[config.mk]
export PLATFORM = sky130hd
export DESIGN_NAME = axi4_lite_master_arbiter_flat
export DESIGN_NICKNAME = d
export VERILOG_FILES = /design/src/rtl/axi4_lite_master_arbiter_pkg.sv /design/src/rtl/axi4_lite_master_arbiter_if.sv /design/src/rtl/axi4_lite_master_arbiter_rr.sv /design/src/rtl/axi4_lite_master_arbiter.sv /design/src/flat_wrapper.sv
export SDC_FILE = /design/constraint.sdc
export NUM_CORES = 1
export LEC_CHECK = 0
export ABC_CLOCK_PERIOD_IN_PS = 3400
export CAP_MARGIN = 20
export CORE_MARGIN = 10
export CORE_UTILIZATION = 33
export CTS_CLUSTER_SIZE = 16
export DETAILED_ROUTE_END_ITERATION = 7
export MAX_ROUTING_LAYER = met4
export PLACE_DENSITY = 0.78
export SLEW_MARGIN = 0
export SYNTH_ARGS = -nofsm -noshare
export SYNTH_HDL_FRONTEND = slang
export SYNTH_HIERARCHICAL = 1
export SYNTH_SLANG_ARGS = --single-unit
[constraint.sdc]
create_clock -name clk -period 3.4 [get_ports clk]
set_input_delay 0.68 -clock clk [delete_from_list [all_inputs] [get_ports clk]]
set_output_delay 0.68 -clock clk [all_outputs]
set_load 0.005 [all_outputs]
[src/rtl/axi4_lite_master_arbiter_pkg.sv]
`default_nettype none
// +----------------------------------------------------------------------------+
// | axi4_lite_arb_pkg                                                          |
// | Shared FSM state, AXI response codes and PROT default for the arbiter.     |
// | Revision: 1.0                                                              |
// +----------------------------------------------------------------------------+
package axi4_lite_arb_pkg;

  typedef enum logic [2:0] {
    ST_IDLE         = 3'd0,
    ST_WR_ADDR_DATA = 3'd1,
    ST_WR_RESP      = 3'd2,
    ST_RD_ADDR      = 3'd3,
    ST_RD_DATA      = 3'd4
  } arb_state_t;

  localparam logic [1:0] C_RESP_OKAY    = 2'b00;
  localparam logic [1:0] C_RESP_SLVERR  = 2'b10;
  localparam logic [1:0] C_RESP_DECERR  = 2'b11;
  localparam logic [2:0] C_PROT_DEFAULT = 3'b000;

  // First bus state entered after a command is accepted.
  function automatic arb_state_t issue_state(input logic write);
    return write ? ST_WR_ADDR_DATA : ST_RD_ADDR;
  endfunction

endpackage
`default_nettype wire

[src/rtl/axi4_lite_master_arbiter_if.sv]
`default_nettype none
// +----------------------------------------------------------------------------+
// | axi4_lite_master_arbiter_if                                                |
// | AXI4-Lite channel bundle with master and slave views.                      |
// | Revision: 1.0                                                              |
// +----------------------------------------------------------------------------+
interface axi4_lite_master_arbiter_if #(
  parameter int AW = 32,
  parameter int DW = 32
);

  logic [AW-1:0]   awaddr;
  logic            awvalid;
  logic [2:0]      awprot;
  logic            awready;

  logic [DW-1:0]   wdata;
  logic            wvalid;
  logic [DW/8-1:0] wstrb;
  logic            wready;

  logic [1:0]      bresp;
  logic            bvalid;
  logic            bready;

  logic [AW-1:0]   araddr;
  logic            arvalid;
  logic [2:0]      arprot;
  logic            arready;

  logic [DW-1:0]   rdata;
  logic            rvalid;
  logic [1:0]      rresp;
  logic            rready;

  modport master (
    output awaddr, awvalid, awprot,
    input  awready,
    output wdata, wvalid, wstrb,
    input  wready,
    input  bresp, bvalid,
    output bready,
    output araddr, arvalid, arprot,
    input  arready,
    input  rdata, rvalid, rresp,
    output rready
  );

  modport slave (
    input  awaddr, awvalid, awprot,
    output awready,
    input  wdata, wvalid, wstrb,
    output wready,
    output bresp, bvalid,
    input  bready,
    input  araddr, arvalid, arprot,
    output arready,
    output rdata, rvalid, rresp,
    input  rready
  );

endinterface
`default_nettype wire

[src/rtl/axi4_lite_master_arbiter_rr.sv]
`default_nettype none
// +----------------------------------------------------------------------------+
// | axi4_lite_arb_rr                                                           |
// | Two-way round-robin grant: on a tie the requester not granted last wins.   |
// | Revision: 1.0                                                              |
// +----------------------------------------------------------------------------+
module axi4_lite_arb_rr (
  input  logic [1:0] valid,
  input  logic       last_grant,
  output logic       grant,
  output logic       any
);

  always_comb begin
    grant = 1'b0;
    if (valid == 2'b11) begin
      grant = ~last_grant;
    end else begin
      grant = valid[1];
    end
  end

  assign any = |valid;

endmodule
`default_nettype wire

[src/rtl/axi4_lite_master_arbiter.sv]
`default_nettype none
// +----------------------------------------------------------------------------+
// | axi4_lite_master_arbiter                                                   |
// | Shares one AXI4-Lite master port between two single-beat requesters.       |
// | Revision: 1.0                                                              |
// +----------------------------------------------------------------------------+
module axi4_lite_master_arbiter
  import axi4_lite_arb_pkg::*;
#(
  parameter int DW = 32,
  parameter int AW = 32
) (
  input  logic          clk,
  input  logic          reset,

  input  logic          req0_valid,
  input  logic          req0_write,
  input  logic [AW-1:0] req0_addr,
  input  logic [DW-1:0] req0_wdata,
  output logic          req0_ready,
  output logic          rsp0_valid,
  output logic [DW-1:0] rsp0_rdata,
  output logic [1:0]    rsp0_resp,

  input  logic          req1_valid,
  input  logic          req1_write,
  input  logic [AW-1:0] req1_addr,
  input  logic [DW-1:0] req1_wdata,
  output logic          req1_ready,
  output logic          rsp1_valid,
  output logic [DW-1:0] rsp1_rdata,
  output logic [1:0]    rsp1_resp,

  axi4_lite_master_arbiter_if.master axi
);

  arb_state_t    r_state;
  logic          r_last_grant;
  logic          r_owner;
  logic [AW-1:0] r_addr;
  logic [DW-1:0] r_wdata;
  logic [DW-1:0] r_rdata;
  logic [1:0]    r_resp;
  logic          r_awvalid;
  logic          r_wvalid;
  logic          r_arvalid;
  logic          r_bready;
  logic          r_rready;
  logic [1:0]    r_rsp_valid;

  logic          w_grant;
  logic          w_any;
  logic          w_accept;
  logic          w_sel_write;
  logic [AW-1:0] w_sel_addr;
  logic [DW-1:0] w_sel_wdata;
  logic          w_aw_done;
  logic          w_w_done;

  axi4_lite_arb_rr u_rr (
    .valid      ({req1_valid, req0_valid}),
    .last_grant (r_last_grant),
    .grant      (w_grant),
    .any        (w_any)
  );

  // Accept is decoded in the same cycle so a new command can overlap the rsp pulse.
  assign w_accept    = (r_state == ST_IDLE) && w_any && !reset;
  assign req0_ready  = w_accept && !w_grant;
  assign req1_ready  = w_accept &&  w_grant;

  assign w_sel_write = w_grant ? req1_write : req0_write;
  assign w_sel_addr  = w_grant ? req1_addr  : req0_addr;
  assign w_sel_wdata = w_grant ? req1_wdata : req0_wdata;

  // A channel counts as done once its valid has dropped or it handshakes now.
  assign w_aw_done   = !r_awvalid || axi.awready;
  assign w_w_done    = !r_wvalid  || axi.wready;

  always_ff @(posedge clk or posedge reset) begin
    if (reset) begin
      r_state      <= ST_IDLE;
      r_last_grant <= 1'b1;
      r_owner      <= 1'b0;
      r_addr       <= '0;
      r_wdata      <= '0;
      r_rdata      <= '0;
      r_resp       <= C_RESP_OKAY;
      r_awvalid    <= 1'b0;
      r_wvalid     <= 1'b0;
      r_arvalid    <= 1'b0;
      r_bready     <= 1'b0;
      r_rready     <= 1'b0;
      r_rsp_valid  <= 2'b00;
    end else begin
      r_rsp_valid <= 2'b00;
      case (r_state)
        ST_IDLE: begin
          if (w_accept) begin
            r_owner      <= w_grant;
            r_last_grant <= w_grant;
            r_addr       <= w_sel_addr;
            r_wdata      <= w_sel_wdata;
            r_state      <= issue_state(w_sel_write);
            if (w_sel_write) begin
              r_awvalid <= 1'b1;
              r_wvalid  <= 1'b1;
            end else begin
              r_arvalid <= 1'b1;
            end
          end
        end

        ST_WR_ADDR_DATA: begin
          if (axi.awready) begin
            r_awvalid <= 1'b0;
          end
          if (axi.wready) begin
            r_wvalid <= 1'b0;
          end
          if (w_aw_done && w_w_done) begin
            r_bready <= 1'b1;
            r_state  <= ST_WR_RESP;
          end
        end

        ST_WR_RESP: begin
          if (r_bready && axi.bvalid) begin
            r_bready             <= 1'b0;
            r_resp               <= axi.bresp;
            r_rdata              <= '0;
            r_rsp_valid[r_owner] <= 1'b1;
            r_state              <= ST_IDLE;
          end
        end

        ST_RD_ADDR: begin
          if (axi.arready) begin
            r_arvalid <= 1'b0;
            r_rready  <= 1'b1;
            r_state   <= ST_RD_DATA;
          end
        end

        ST_RD_DATA: begin
          if (r_rready && axi.rvalid) begin
            r_rready             <= 1'b0;
            r_rdata              <= axi.rdata;
            r_resp               <= axi.rresp;
            r_rsp_valid[r_owner] <= 1'b1;
            r_state              <= ST_IDLE;
          end
        end

        default: begin
          r_state <= ST_IDLE;
        end
      endcase
    end
  end

  assign axi.awaddr  = r_addr;
  assign axi.awvalid = r_awvalid;
  assign axi.awprot  = C_PROT_DEFAULT;
  assign axi.wdata   = r_wdata;
  assign axi.wvalid  = r_wvalid;
  assign axi.wstrb   = '1;
  assign axi.bready  = r_bready;
  assign axi.araddr  = r_addr;
  assign axi.arvalid = r_arvalid;
  assign axi.arprot  = C_PROT_DEFAULT;
  assign axi.rready  = r_rready;

  assign rsp0_valid  = r_rsp_valid[0];
  assign rsp1_valid  = r_rsp_valid[1];
  assign rsp0_rdata  = r_rdata;
  assign rsp1_rdata  = r_rdata;
  assign rsp0_resp   = r_resp;
  assign rsp1_resp   = r_resp;

endmodule
`default_nettype wire

[src/flat_wrapper.sv]
// flat-port wrapper written by rule: the top's interface ports become plain ports
module axi4_lite_master_arbiter_flat import axi4_lite_arb_pkg::*;
#(
  parameter int DW = 32,
  parameter int AW = 32
)
  (clk, reset, req0_valid, req0_write, req0_addr, req0_wdata, req0_ready, rsp0_valid, rsp0_rdata, rsp0_resp, req1_valid, req1_write, req1_addr, req1_wdata, req1_ready, rsp1_valid, rsp1_rdata, rsp1_resp, axi_awaddr, axi_awvalid, axi_awprot, axi_awready, axi_wdata, axi_wvalid, axi_wstrb, axi_wready, axi_bresp, axi_bvalid, axi_bready, axi_araddr, axi_arvalid, axi_arprot, axi_arready, axi_rdata, axi_rvalid, axi_rresp, axi_rready);
  axi4_lite_master_arbiter_if #(.AW(AW), .DW(DW)) axi_i ();
  input  logic clk;
  input  logic reset;
  input  logic req0_valid;
  input  logic req0_write;
  input  logic [AW-1:0] req0_addr;
  input  logic [DW-1:0] req0_wdata;
  output logic req0_ready;
  output logic rsp0_valid;
  output logic [DW-1:0] rsp0_rdata;
  output logic [1:0] rsp0_resp;
  input  logic req1_valid;
  input  logic req1_write;
  input  logic [AW-1:0] req1_addr;
  input  logic [DW-1:0] req1_wdata;
  output logic req1_ready;
  output logic rsp1_valid;
  output logic [DW-1:0] rsp1_rdata;
  output logic [1:0] rsp1_resp;
  output wire logic [$bits(axi_i.awaddr)-1:0] axi_awaddr;
  output wire logic [$bits(axi_i.awvalid)-1:0] axi_awvalid;
  output wire logic [$bits(axi_i.awprot)-1:0] axi_awprot;
  input wire logic [$bits(axi_i.awready)-1:0] axi_awready;
  output wire logic [$bits(axi_i.wdata)-1:0] axi_wdata;
  output wire logic [$bits(axi_i.wvalid)-1:0] axi_wvalid;
  output wire logic [$bits(axi_i.wstrb)-1:0] axi_wstrb;
  input wire logic [$bits(axi_i.wready)-1:0] axi_wready;
  input wire logic [$bits(axi_i.bresp)-1:0] axi_bresp;
  input wire logic [$bits(axi_i.bvalid)-1:0] axi_bvalid;
  output wire logic [$bits(axi_i.bready)-1:0] axi_bready;
  output wire logic [$bits(axi_i.araddr)-1:0] axi_araddr;
  output wire logic [$bits(axi_i.arvalid)-1:0] axi_arvalid;
  output wire logic [$bits(axi_i.arprot)-1:0] axi_arprot;
  input wire logic [$bits(axi_i.arready)-1:0] axi_arready;
  input wire logic [$bits(axi_i.rdata)-1:0] axi_rdata;
  input wire logic [$bits(axi_i.rvalid)-1:0] axi_rvalid;
  input wire logic [$bits(axi_i.rresp)-1:0] axi_rresp;
  output wire logic [$bits(axi_i.rready)-1:0] axi_rready;
  assign axi_awaddr = axi_i.awaddr;
  assign axi_awvalid = axi_i.awvalid;
  assign axi_awprot = axi_i.awprot;
  assign axi_i.awready = axi_awready;
  assign axi_wdata = axi_i.wdata;
  assign axi_wvalid = axi_i.wvalid;
  assign axi_wstrb = axi_i.wstrb;
  assign axi_i.wready = axi_wready;
  assign axi_i.bresp = axi_bresp;
  assign axi_i.bvalid = axi_bvalid;
  assign axi_bready = axi_i.bready;
  assign axi_araddr = axi_i.araddr;
  assign axi_arvalid = axi_i.arvalid;
  assign axi_arprot = axi_i.arprot;
  assign axi_i.arready = axi_arready;
  assign axi_i.rdata = axi_rdata;
  assign axi_i.rvalid = axi_rvalid;
  assign axi_i.rresp = axi_rresp;
  assign axi_rready = axi_i.rready;
  axi4_lite_master_arbiter #(.DW(DW), .AW(AW)) u_core (.clk(clk), .reset(reset), .req0_valid(req0_valid), .req0_write(req0_write), .req0_addr(req0_addr), .req0_wdata(req0_wdata), .req0_ready(req0_ready), .rsp0_valid(rsp0_valid), .rsp0_rdata(rsp0_rdata), .rsp0_resp(rsp0_resp), .req1_valid(req1_valid), .req1_write(req1_write), .req1_addr(req1_addr), .req1_wdata(req1_wdata), .req1_ready(req1_ready), .rsp1_valid(rsp1_valid), .rsp1_rdata(rsp1_rdata), .rsp1_resp(rsp1_resp), .axi(axi_i));
endmodule
# After elaboration in Yosys (flattened, before gate mapping)
# Cells that the tools add are included.
# word_totals
register_bits	110
inputBits	175
out_inout_bits	183
elab_cells	97
# classes
magnitude_cmp	2
eq_ne	14
muxes	38
bitwise	1
reduce_logical	29
# op_table
op	n
$mux 32	4
$pmux 32 s2	1
$mux 3	5
$pmux 3 s5	1
$mux 1	14
$reduce_and 4->1	3
$mux 2	5
$ne 2x1->1 const B	5
$pmux 1 s2	5
$reduce_bool 2->1	5
$reduce_and 3->1	3
$logic_and 1x1->1	8
$ne 2x2->1 const B	4
$pmux 2 s2	2
$eq 3x2->1 const B	2
$reduce_and 5->1	1
$logic_not 1->1	4
$eq 3x1->1 const B	1
$eq 3x3->1 const B	1
$logic_not 3->1	1
$eq 2x2->1 const B	1
$logic_or 1x1->1	2
$lt 1x2->1 const B	1
$reduce_and 2->1	1
4 further kinds	4

# Logic depth before layout (Yosys ltp)
# Gate-level depths: netlist of run 1.
# depth
depth_word	6
ltp_mapped	7
depth_no_buf	5

# By module
# The synthesis of run 1 kept the hierarchy.
# by_module_without_submodules
module	instances	cells_per_inst	area_each_um2	seq_area_each_um2
axi4_lite_master_arbiter	1	510	5358.9	2753.9
axi4_lite_arb_rr	1	2	13.8	0.0

# Worst setup path before layout of run 1
# OpenSTA, ideal clock, no wires.
# synth_path
path_type	input port to flip-flop
startpoint	input reset
endpoint	register u_core.r_state[0]
setup_ns	0.078
arrival_ns	3.642
t_required_ns	3.322
slack_ns	-0.320
path_stages	4
n_path_buf	0
cell_sequence	inv_1 a21oi_1 a211o_1 a21oi_1
# synth_via
elab_chain_len	4
# synth_lines
element	line_no	source
from (decl)	flat_wrapper.sv:10	input logic reset;
$logic_not 1->1	axi4_lite_master_arbiter.sv:68	assign w_accept = (r_state == ST_IDLE) && w_any && !reset;
$logic_and 1x1->1	axi4_lite_master_arbiter.sv:68	
$ne 2x1->1 (no source line)	--	
$reduce_and 5->1 (no source line)	--	
to (signal assigned)	axi4_lite_master_arbiter.sv:104	r_state <= issue_state(w_sel_write);
to (decl)	axi4_lite_master_arbiter.sv:37	arb_state_t r_state;
# No other way between the ends.
# A chain may end at the register's enable or synchronous reset.

# Final worst setup path of run 1
# layout_path
startpoint	input req0_valid
endpoint	output req0_ready
# layout_via
elab_chain_len	4
elab_cells_between_ends	7
cone_classes	eq/ne (1); mux (1); reduce/logical (5)
# layout_lines
element	line_no	source
from (decl)	flat_wrapper.sv:11	input logic req0_valid;
$reduce_or 2->1	axi4_lite_master_arbiter_rr.sv:23	assign any = |valid;
via u_core.w_any	axi4_lite_master_arbiter.sv:52	logic w_any;
$logic_and 1x1->1 (2 in series)	axi4_lite_master_arbiter.sv:68	
$logic_and 1x1->1	axi4_lite_master_arbiter.sv:69	assign req0_ready = w_accept && !w_grant;
to (decl)	flat_wrapper.sv:15	output logic req0_ready;
# The timed path passes the listed nets, and every way through them passes these cells.

==> results.md, run 1 <==
- Drt drc: 0
- Die Wd: 148 µm
- CTS Hold Buffers Added: 0
- Cell Area, Synth: 5370 µm²
- Total CTS buffers: 9
- Yosys reg bits: 110
- Leak pwr: 3.66 nW
- Crit path buf inv count: 2
- Yosys cell types: 29
- Nets: 950
- FFs w/ async S/R, synth: 100%
- Post_cts resized: 0
- Sw power: 0.00194 W
- HP Class: register to register
- Critical path class: input port to output pin
- Tcrit/Tclk final: 93.8%
- Wire per inst: 19.3 µm
- Final min period: 3.19 ns
- Antenna violations before repair: 0
- First-pass GRT wire length: 29.1 mm
- Pwr/cell area: 682 nW/µm²
- Drt pass-1 iters: 4
- Final hold vios: 0
- Initial core utilization: 33.7%
- Worst R2R Setup Slack: 1.54 ns
- Layout area overhead: 63.6%
- Largest family of logic cells by synthesized area: buffers and inverters
- Iteration-0 DRC Markers: 199
- H-Tree Depth: 3
- Reg power frac: 36.7%
- Dpl hpwl: 15.3 mm
- Via count: 4,565
- Grt ovf: 0
- Max-slew violations: 0
- Core area: 15,900 µm²
- Cell area after layout: 8790 µm²
- Yosys top cell area share: 50.8%
- Most frequent cell after synthesis: dfrtp_1
- Overall die area: 21,800 µm²
- Synth warnings: 6
- Compound-Gate Fraction of Synth Area: 13.9%
- Final Skew: 0.00757 ns
- Largest delay share family, worst path: buffers and inverters
- Multi-input logic area: 1900 µm²
- Worst EP required: 2.72 ns
- Max-cap violations: 0
- CP endpoint kind: output pin
- Combinational Power Share: 46.8%
- # diodes: 0
- CP max stage cell: clkdlybuf4s50_1
- Post-route ant nets: 0
- Vias/cell: 4.59
- Power Internal: 0.00405 W
- Root buffer cell: clkbuf_16
- IO Count: 358
- Post-CTS setup buffers: 0
- CTS tree: done
- Finished Layout Cells: 995
- Synthesized area per cell: 10.5 µm²
- Setup TNS: 0 ns
- Row cnt: 46
- Worst setup SP type: input port
- Clock Power Share: 16.5%
- Largest net degree at the start of global routing: 132
- Register area: 2750 µm²
- Crit-path cells: clkdlybuf4s50_1, or2_1, nand2b_1, nor4_4, nor2b_1, clkdlybuf4s50_1
- Tot GR Track Use: 17.3%
- Share of cells above drive strength 1: 3.47%
- Worst stage delay on the critical path: 0.57 ns
- Worst-skew pair later-pin latency: 0.34 ns
- RSZ-0062 raised after global routing: no
- Number of global-route vias before repair: 4,965
- Peak VDD IR: 0.000298 V
- FMAX: 0.313 GHz
- Mux contribution to synthesized area: 12.5%
- CTS clk-pin slew, worst paths: 0.07 ns
- Top FF cell, synth: dfrtp_1
- Sw Ratio: 32.4%
- # port buffers: 347
- Max Fanout on Critical Path: 3
- Die H: 148 µm
- XOR/XNOR Fraction of Synth Area: 0%
- Routed wire length: 19.2 mm
- EDFF count, synth: 0
- Simple-gate share of the synthesized area: 8.08%
- Most used cell, CP: clkdlybuf4s50_1
- Placed Cells: 980
- Fill cells: 1,410
- Clk buf depth: 2
- Placer congestion estimate: 0.789
- Most frequent cells after synthesis: dfrtp_1, buf_4, a21oi_1
- Clock Sinks: 110
- Dpl cell area: 8510 µm²
- Gate Count Post-Synth: 512
- Post-Synth Adder-Cell Area: 0%
- WP data arrival: 2.51 ns
- Status: complete, no violations
- Top post-synthesis cells by area: dfrtp_1, mux2i_1, buf_4
- Sequential-to-total area share from yosys stat: 51.3%
- Worst-margin pin slew: 0.630 ns
- Slew headroom: 58.0%
- Finish-stage setup viols: 0
- Synth area leader: dfrtp_1
## registers in the layout, indices dropped and copies added (netlist names)
signal and flops:
u_core/axi.rready 1, u_core/r_owner 1, u_core/axi.awvalid 1, u_core/r_state 3, u_core/axi.wdata 32, u_core/axi.arvalid 1, u_core/rsp0_rdata 32, u_core/axi.bready 1
u_core/r_rsp_valid 2, u_core/rsp0_resp 2, u_core/axi.araddr 32, u_core/r_last_grant 1, u_core/axi.wvalid 1
## stage by stage
| step | setup slack [ns] | total power, W | hold slack, ns | utilization, % |
|---|---|---|---|---|
| 6_report | 0.209 | 0.00599 | 0.452 | 55.1 |
| 5_1_grt | 0.112 | 0.00642 | 0.469 | 55.1 |
| 4_1_cts | 0.193 | 0.00611 | 0.450 | 55.1 |
| 3_5_place_dp | 0.196 | 0.00509 | 0.431 | 53.4 |
| 3_3_place_gp | 0.277 | 0.00502 | 0.440 | 53.4 |
| 2_1_floorplan | 0.507 | 0.00346 | 0.403 | - |
## final cells by class
type                    count  share of cell area [%]
clock buffers              10                    2.72
clock inverters             5                   0.413
multi-input cells         294                    21.7
inverters                   7                   0.342
flip-flops and latches    110                    31.3
well taps                 216                    3.08
repair buffers            353                    40.5
## kinds of logic (layout without fill, tap and decap cells)
kind of cell / after synthesis / after routing
other: 2 / 10
multiplexers: 67 / 67
AND/OR/NAND/NOR: 97 / 97
buffers and inverters: 116 / 375
AO/OA/AOI/OAI: 120 / 120
flip-flops: 110 / 110
## per-layer routing
layer | vias to the layer above | global-route usage (%) | share of wire [%]
met5 | - | - | 0
met4 | 0 | 3.82 | 0.96
met3 | 14 | 6.59 | 9.7
met2 | 227 | 29.1 | 49
met1 | 2128 | 19.1 | 40
li1 | 2196 | - | -
## final timing paths
| path | start | end | cells after the start |
|---|---|---|---|
| min reg2reg | u_core/r_owner | u_core/r_rsp_valid[0] | 1 |
| max | req0_valid | req0_ready | 6 |
| min in group asynchronous | reset | u_core/r_rsp_valid[1] | 3 |
| min | u_core/r_owner | u_core/r_rsp_valid[0] | 1 |
| max reg2reg | u_core/r_state[0] | u_core/axi.wdata[20] | 4 |
| max in group asynchronous | reset | u_core/rsp0_rdata[5] | 3 |
## layout by cell type, fill, tap and decap left out, types with 6 or more instances in the layout
cell type,count
inv_1,6
conb_1,10
mux2i_1,67
o21ai_0,6
nor2_1,69
dfrtp_1,109
a22o_1,33
clkdlybuf4s50_1,347
nand2_1,11
clkbuf_16,9
a21oi_1,73
## power groups by stage
stage | Sequential [W] | Combinational (W) | Clock [W]
after floorplan | 0.00217 | 0.00129 | 0
after global placement | 0.00221 | 0.00281 | 0
after detailed placement | 0.00223 | 0.00286 | 0
after CTS | 0.00221 | 0.00287 | 0.00103
after global routing | 0.00228 | 0.00307 | 0.00107
final | 0.00220 | 0.00280 | 0.000989
Note: power is estimated with default switching activity, not from simulation.
==> run 2: changes to the inputs <==
--- a/config.mk
+++ b/config.mk
@@ -5,7 +5,8 @@
 export SDC_FILE = /design/constraint.sdc
 export NUM_CORES = 1
 export LEC_CHECK = 0
-export ABC_CLOCK_PERIOD_IN_PS = 3400
+export ABC_AREA = 1
+export ABC_CLOCK_PERIOD_IN_PS = 2900
 export CAP_MARGIN = 20
 export CORE_MARGIN = 10
 export CORE_UTILIZATION = 33
==> constraint.sdc (replaced) <==
create_clock -name clk -period 2.9 [get_ports clk]
set_input_delay 0.58 -clock clk [delete_from_list [all_inputs] [get_ports clk]]
set_output_delay 0.58 -clock clk [all_outputs]
set_load 0.005 [all_outputs]
==> results.md, run 2 <==
- Cell Area, Synth: 5370 µm²
- Placed Cells: 1,131
- Post-CTS setup buffers: 0
- Root buffer cell: clkbuf_16
- Final Skew: 0.0104 ns
- Max-cap violations: 0
- Peak VDD IR: 0.000452 V
- First-pass GRT wire length: 32.0 mm
- Yosys reg bits: 110
- Worst-margin pin slew: 0.759 ns
- Iteration-0 DRC Markers: 237
- Most frequent cells after synthesis: nand2_1, dfrtp_1, buf_4
- Mux contribution to synthesized area: 0%
- Finished Layout Cells: 1,149
- FMAX: 0.364 GHz
- Post_cts resized: 0
- XOR/XNOR Fraction of Synth Area: 0%
- Grt ovf: 0
- Crit-path cells: clkdlybuf4s50_1, or2_1, nand4_4, nor2_4, clkdlybuf4s50_1
- Largest net degree at the start of global routing: 112
- CP endpoint kind: output pin
- Final min period: 2.75 ns
- Synthesized area per cell: 8.17 µm²
- Max Fanout on Critical Path: 5
- Top post-synthesis cells by area: dfrtp_1, nand2_1, buf_4
- Worst setup SP type: input port
- Most frequent cells in the layout: clkdlybuf4s50_1, nand2_1, dfrtp_1
- # port buffers: 347
- Yosys top cell area share: 50.8%
- Die Wd: 148 µm
- Simple-gate share of the synthesized area: 26.8%
- EDFF count, synth: 0
- Status: complete, no violations
- Initial core utilization: 33.8%
- Critical path class: input port to output pin
- Die H: 148 µm
- Fill cells: 1,465
- Worst stage delay on the critical path: 0.56 ns
- Clock Sinks: 110
- Most frequent cell after synthesis: nand2_1
- Commonest non-fill, non-tap cell in the layout: clkdlybuf4s50_1
- Yosys cell types: 25
- Number of global-route vias before repair: 5,493
- Most used cell, CP: clkdlybuf4s50_1
- Layout area overhead: 63.5%
- Worst-skew pair later-pin latency: 0.35 ns
- Wire per inst: 18.4 µm
- Post-route ant nets: 0
- CTS clk-pin slew, worst paths: 0.08 ns
- Vias/cell: 4.51
- Routed wire length: 21.2 mm
- Core area: 15,900 µm²
- Nets: 1,101
- Largest family of logic cells by synthesized area: simple AND/OR/NAND/NOR gates
- IO Count: 358
- WP data arrival: 2.17 ns
- H-Tree Depth: 3
- Sequential-to-total area share from yosys stat: 51.3%
- Via count: 5,182
- FF-to-FF path depth: 6
- Gate Count Post-Synth: 657
- Post-Synth Adder-Cell Area: 0%
- Clk buf depth: 2
- Total CTS buffers: 9
- Antenna violations before repair: 1
- Share of cells above drive strength 1: 3.22%
- Synth area leader: dfrtp_1
- CP max stage cell: clkdlybuf4s50_1
- Setup TNS: 0 ns
- Finish-stage setup viols: 0
- Slew headroom: 49.4%
- Crit path buf inv count: 2
- Dpl hpwl: 16.7 mm
- CTS Hold Buffers Added: 0
- Hold WS: 0.430 ns
- Overall die area: 21,800 µm²
- FFs w/ async S/R, synth: 100%
- Leak pwr: 3.95 nW
- Final hold vios: 0
- Worst path depth: 5
- Final Power: 0.00768 W
- Top FF cell, synth: dfrtp_1
- Row cnt: 46
- Pwr/cell area: 875 nW/µm²
- Core Util, Final: 55.2%
- Synth warnings: 6
- Largest delay share family, worst path: buffers and inverters
- RSZ-0062 raised after global routing: no
- Worst EP required: 2.32 ns
- Placer congestion estimate: 0.861
- CTS tree: done
- Hold Path Cell Cnt: 1
- Compound-Gate Fraction of Synth Area: 4.22%
- Drt drc: 0
- Drt pass-1 iters: 4
- Tot GR Track Use: 19.3%
- Tcrit/Tclk final: 94.8%
- Max-slew violations: 0
- HP Class: register to register
run 2: per-stage QoR:
stage	setup WS (ns)	cell area [µm²]
after global placement	0.110	8470
after detailed placement	0.0860	8470
after global routing	0.0159	8770
after floorplan	-0.582	5420
after CTS	0.0792	8770
final	0.149	8770
run 2: kinds of logic (layout without fill, tap and decap cells):
logic type / count (synthesis) / in the layout
compound gates: 43 / 43
buf+inv: 153 / 419
flops: 110 / 110
other cells: 2 / 12
simple gates: 349 / 349
run 2: per-layer routing:
| layer | share of wire, % | vias up | global-route usage [%] |
|---|---|---|---|
| li1 | - | 2494 | - |
| met1 | 38 | 2409 | 20.2 |
| met2 | 49 | 257 | 32.2 |
| met3 | 11 | 22 | 8.58 |
| met4 | 1.6 | 0 | 5.85 |
| met5 | 0 | - | - |
run 2: power breakdown:
part / leakage, nW / switching (W) / total (W) / internal [W]
combinational: 2.40 / 0.00147 / 0.00374 / 0.00227
sequential: 1.41 / 0.000526 / 0.00271 / 0.00218
clock: 0.135 / 0.000588 / 0.00123 / 0.000637
total: 3.95 / 0.00258 / 0.00768 / 0.00509
run 2: worst register-to-register path, cell delays in order, from the launching register on:
cell and delay (ns):
dfrtp_1 0.45, nor2_4 0.22, nand4_4 0.18, nor2_4 0.12, buf_4 0.56, nand2_1 0.15
nand3_1 0.14
run 2: layout make-up:
cell class,instances,area (µm²),area share (%)
Clock buffer,11,253,2.88
Timing Repair Buffer,353,3540,40.4
Multi-Input combinational cell,402,1720,19.6
Clock inverter,5,40.0,0.456
Sequential cell,110,2750,31.4
Antenna cell,2,5.00,0.0571
Tap cell,216,270,3.08
Inverter,50,191,2.18
run 2: path summary, 6_finish.rpt:
kind                                        start               endpoint  slack (ns)
worst max-delay path                   req1_valid             req0_ready        0.15
worst min-delay path               u_core/r_owner  u_core/r_rsp_valid[0]        0.43
worst max register to register  u_core/r_state[1]  u_core/axi.araddr[23]        1.01
worst min register to register     u_core/r_owner  u_core/r_rsp_valid[0]        0.43
max in group asynchronous                   reset  u_core/axi.araddr[17]        1.57
min in group asynchronous                   reset  u_core/axi.araddr[10]        0.78
==> run 3: changes to the inputs <==
--- a/config.mk
+++ b/config.mk
@@ -7,9 +7,9 @@
 export LEC_CHECK = 0
 export ABC_AREA = 1
 export ABC_CLOCK_PERIOD_IN_PS = 2900
-export CAP_MARGIN = 20
 export CORE_MARGIN = 10
 export CORE_UTILIZATION = 33
+export CTS_BUF_LIST = sky130_fd_sc_hd__clkbuf_4 sky130_fd_sc_hd__clkbuf_8 sky130_fd_sc_hd__clkbuf_16
 export CTS_CLUSTER_SIZE = 16
 export DETAILED_ROUTE_END_ITERATION = 7
 export MAX_ROUTING_LAYER = met4
==> constraint.sdc (replaced) <==
create_clock -name clk -period 2.9 [get_ports clk]
set_input_delay 0.58 -clock clk [delete_from_list [all_inputs] [get_ports clk]]
set_output_delay 0.58 -clock clk [all_outputs]
set_load 0.1 [all_outputs]
==> results.md, run 3 (synthesis results as in run 2) <==
- Status: complete, no violations
- CTS clk-pin slew, worst paths: 0.08 ns
- Clk buf depth: 2
- CTS tree: done
- Max-slew violations: 0
- Worst EP required: 2.32 ns
- Die H: 148 µm
- Post-route ant nets: 0
- Dpl cell area: 8080 µm²
- H-Tree Depth: 3
- Max-cap violations: 0
- Initial core utilization: 33.8%
- Critical path class: input port to output pin
- Drt pass-1 iters: 4
- Vias/cell: 4.47
- Wire per inst: 17.7 µm
- Total CTS buffers: 9
- Largest delay share family, worst path: buffers and inverters
- Placed Cells: 1,133
- Most frequent cells in the layout: nand2_1, buf_4, clkdlybuf4s50_1
- Share of cells above drive strength 1: 22.0%
- FMAX: 0.423 GHz
- First-pass GRT wire length: 30.8 mm
- Final hold vios: 0
- Root buffer cell: clkbuf_16
- Crit-path cells: clkdlybuf4s50_1, or2_1, nand4_4, nor2_4, buf_12
- WP data arrival: 1.79 ns
- CTS Hold Buffers Added: 0
- Iteration-0 DRC Markers: 220
- Largest net degree at the start of global routing: 111
- Overall die area: 21,800 µm²
- CP endpoint kind: output pin
- Finish-stage setup viols: 0
- Finished Layout Cells: 1,149
- Worst stage delay on the critical path: 0.47 ns
- Antenna violations before repair: 0
- Cell area after layout: 8390 µm²
- Hold WS: 0.410 ns
- Via count: 5,139
- Max Fanout on Critical Path: 4
- Row cnt: 46
- Crit path buf inv count: 2
- Nets: 1,103
- Grt ovf: 0
- Worst-skew pair later-pin latency: 0.35 ns
- Setup TNS: 0 ns
- Tot GR Track Use: 18.3%
- RSZ-0062 raised after global routing: no
- Dpl hpwl: 16.2 mm
- Worst-margin pin slew: 0.666 ns
- Drt drc: 0
- Post-CTS setup buffers: 0
- # port buffers: 347
- Layout area overhead: 56.3%
- Final Skew: 0.0111 ns
- IO Count: 358
- Core area: 15,900 µm²
- Routed wire length: 20.3 mm
- Slew headroom: 55.6%
- Number of global-route vias before repair: 5,482
- Worst setup SP type: input port
- Commonest non-fill, non-tap cell in the layout: nand2_1
- HP Class: register to register
- Final min period: 2.37 ns
- Die Wd: 148 µm
- Clock Sinks: 110
- Post_cts resized: 0
- Tcrit/Tclk final: 81.6%
- # diodes: 0
- Placer congestion estimate: 0.827
- Worst R2R Setup Slack: 1.14 ns
- CP max stage cell: clkdlybuf4s50_1
-- run 3: per-stage QoR --
| stage | util (%) | setup slack, ns |
|---|---|---|
| 2_1_floorplan | - | -0.608 |
| 6_report | 52.8 | 0.535 |
| 3_3_place_gp | 50.9 | 0.539 |
| 5_1_grt | 52.8 | 0.437 |
| 4_1_cts | 52.8 | 0.495 |
| 3_5_place_dp | 50.9 | 0.486 |
-- run 3: routing by layer --
metal	share of wire, %	GRT usage (%)
met5	0	-
met4	1.3	4.86
met3	9.1	6.72
met2	50	30.8
met1	40	20.1
-- run 3: cell type report --
class | instances | area, µm²
Sequential cell | 110 | 2750
Clock inverter | 7 | 82.6
Timing Repair Buffer | 355 | 3150
Multi-Input combinational cell | 402 | 1720
Clock buffer | 9 | 225
Fill cell | 1477 | 7500
Tap cell | 216 | 270
Inverter | 50 | 191
-- run 3: path summary, 6_finish.rpt --
| check | startpoint | cells after the start | end |
|---|---|---|---|
| max | req1_valid | 5 | req0_ready |
| max reg2reg | u_core/r_state[1] | 6 | u_core/axi.araddr[23] |
| min | u_core/r_owner | 1 | u_core/r_rsp_valid[0] |
| max in group asynchronous | reset | 3 | u_core/rsp0_rdata[29] |
| min in group asynchronous | reset | 3 | u_core/rsp0_rdata[19] |
| min reg2reg | u_core/r_owner | 1 | u_core/r_rsp_valid[0] |
Power of run 3 is not shown: default switching activity piles up to over one toggle a cycle in this logic, so the estimate is an artifact.
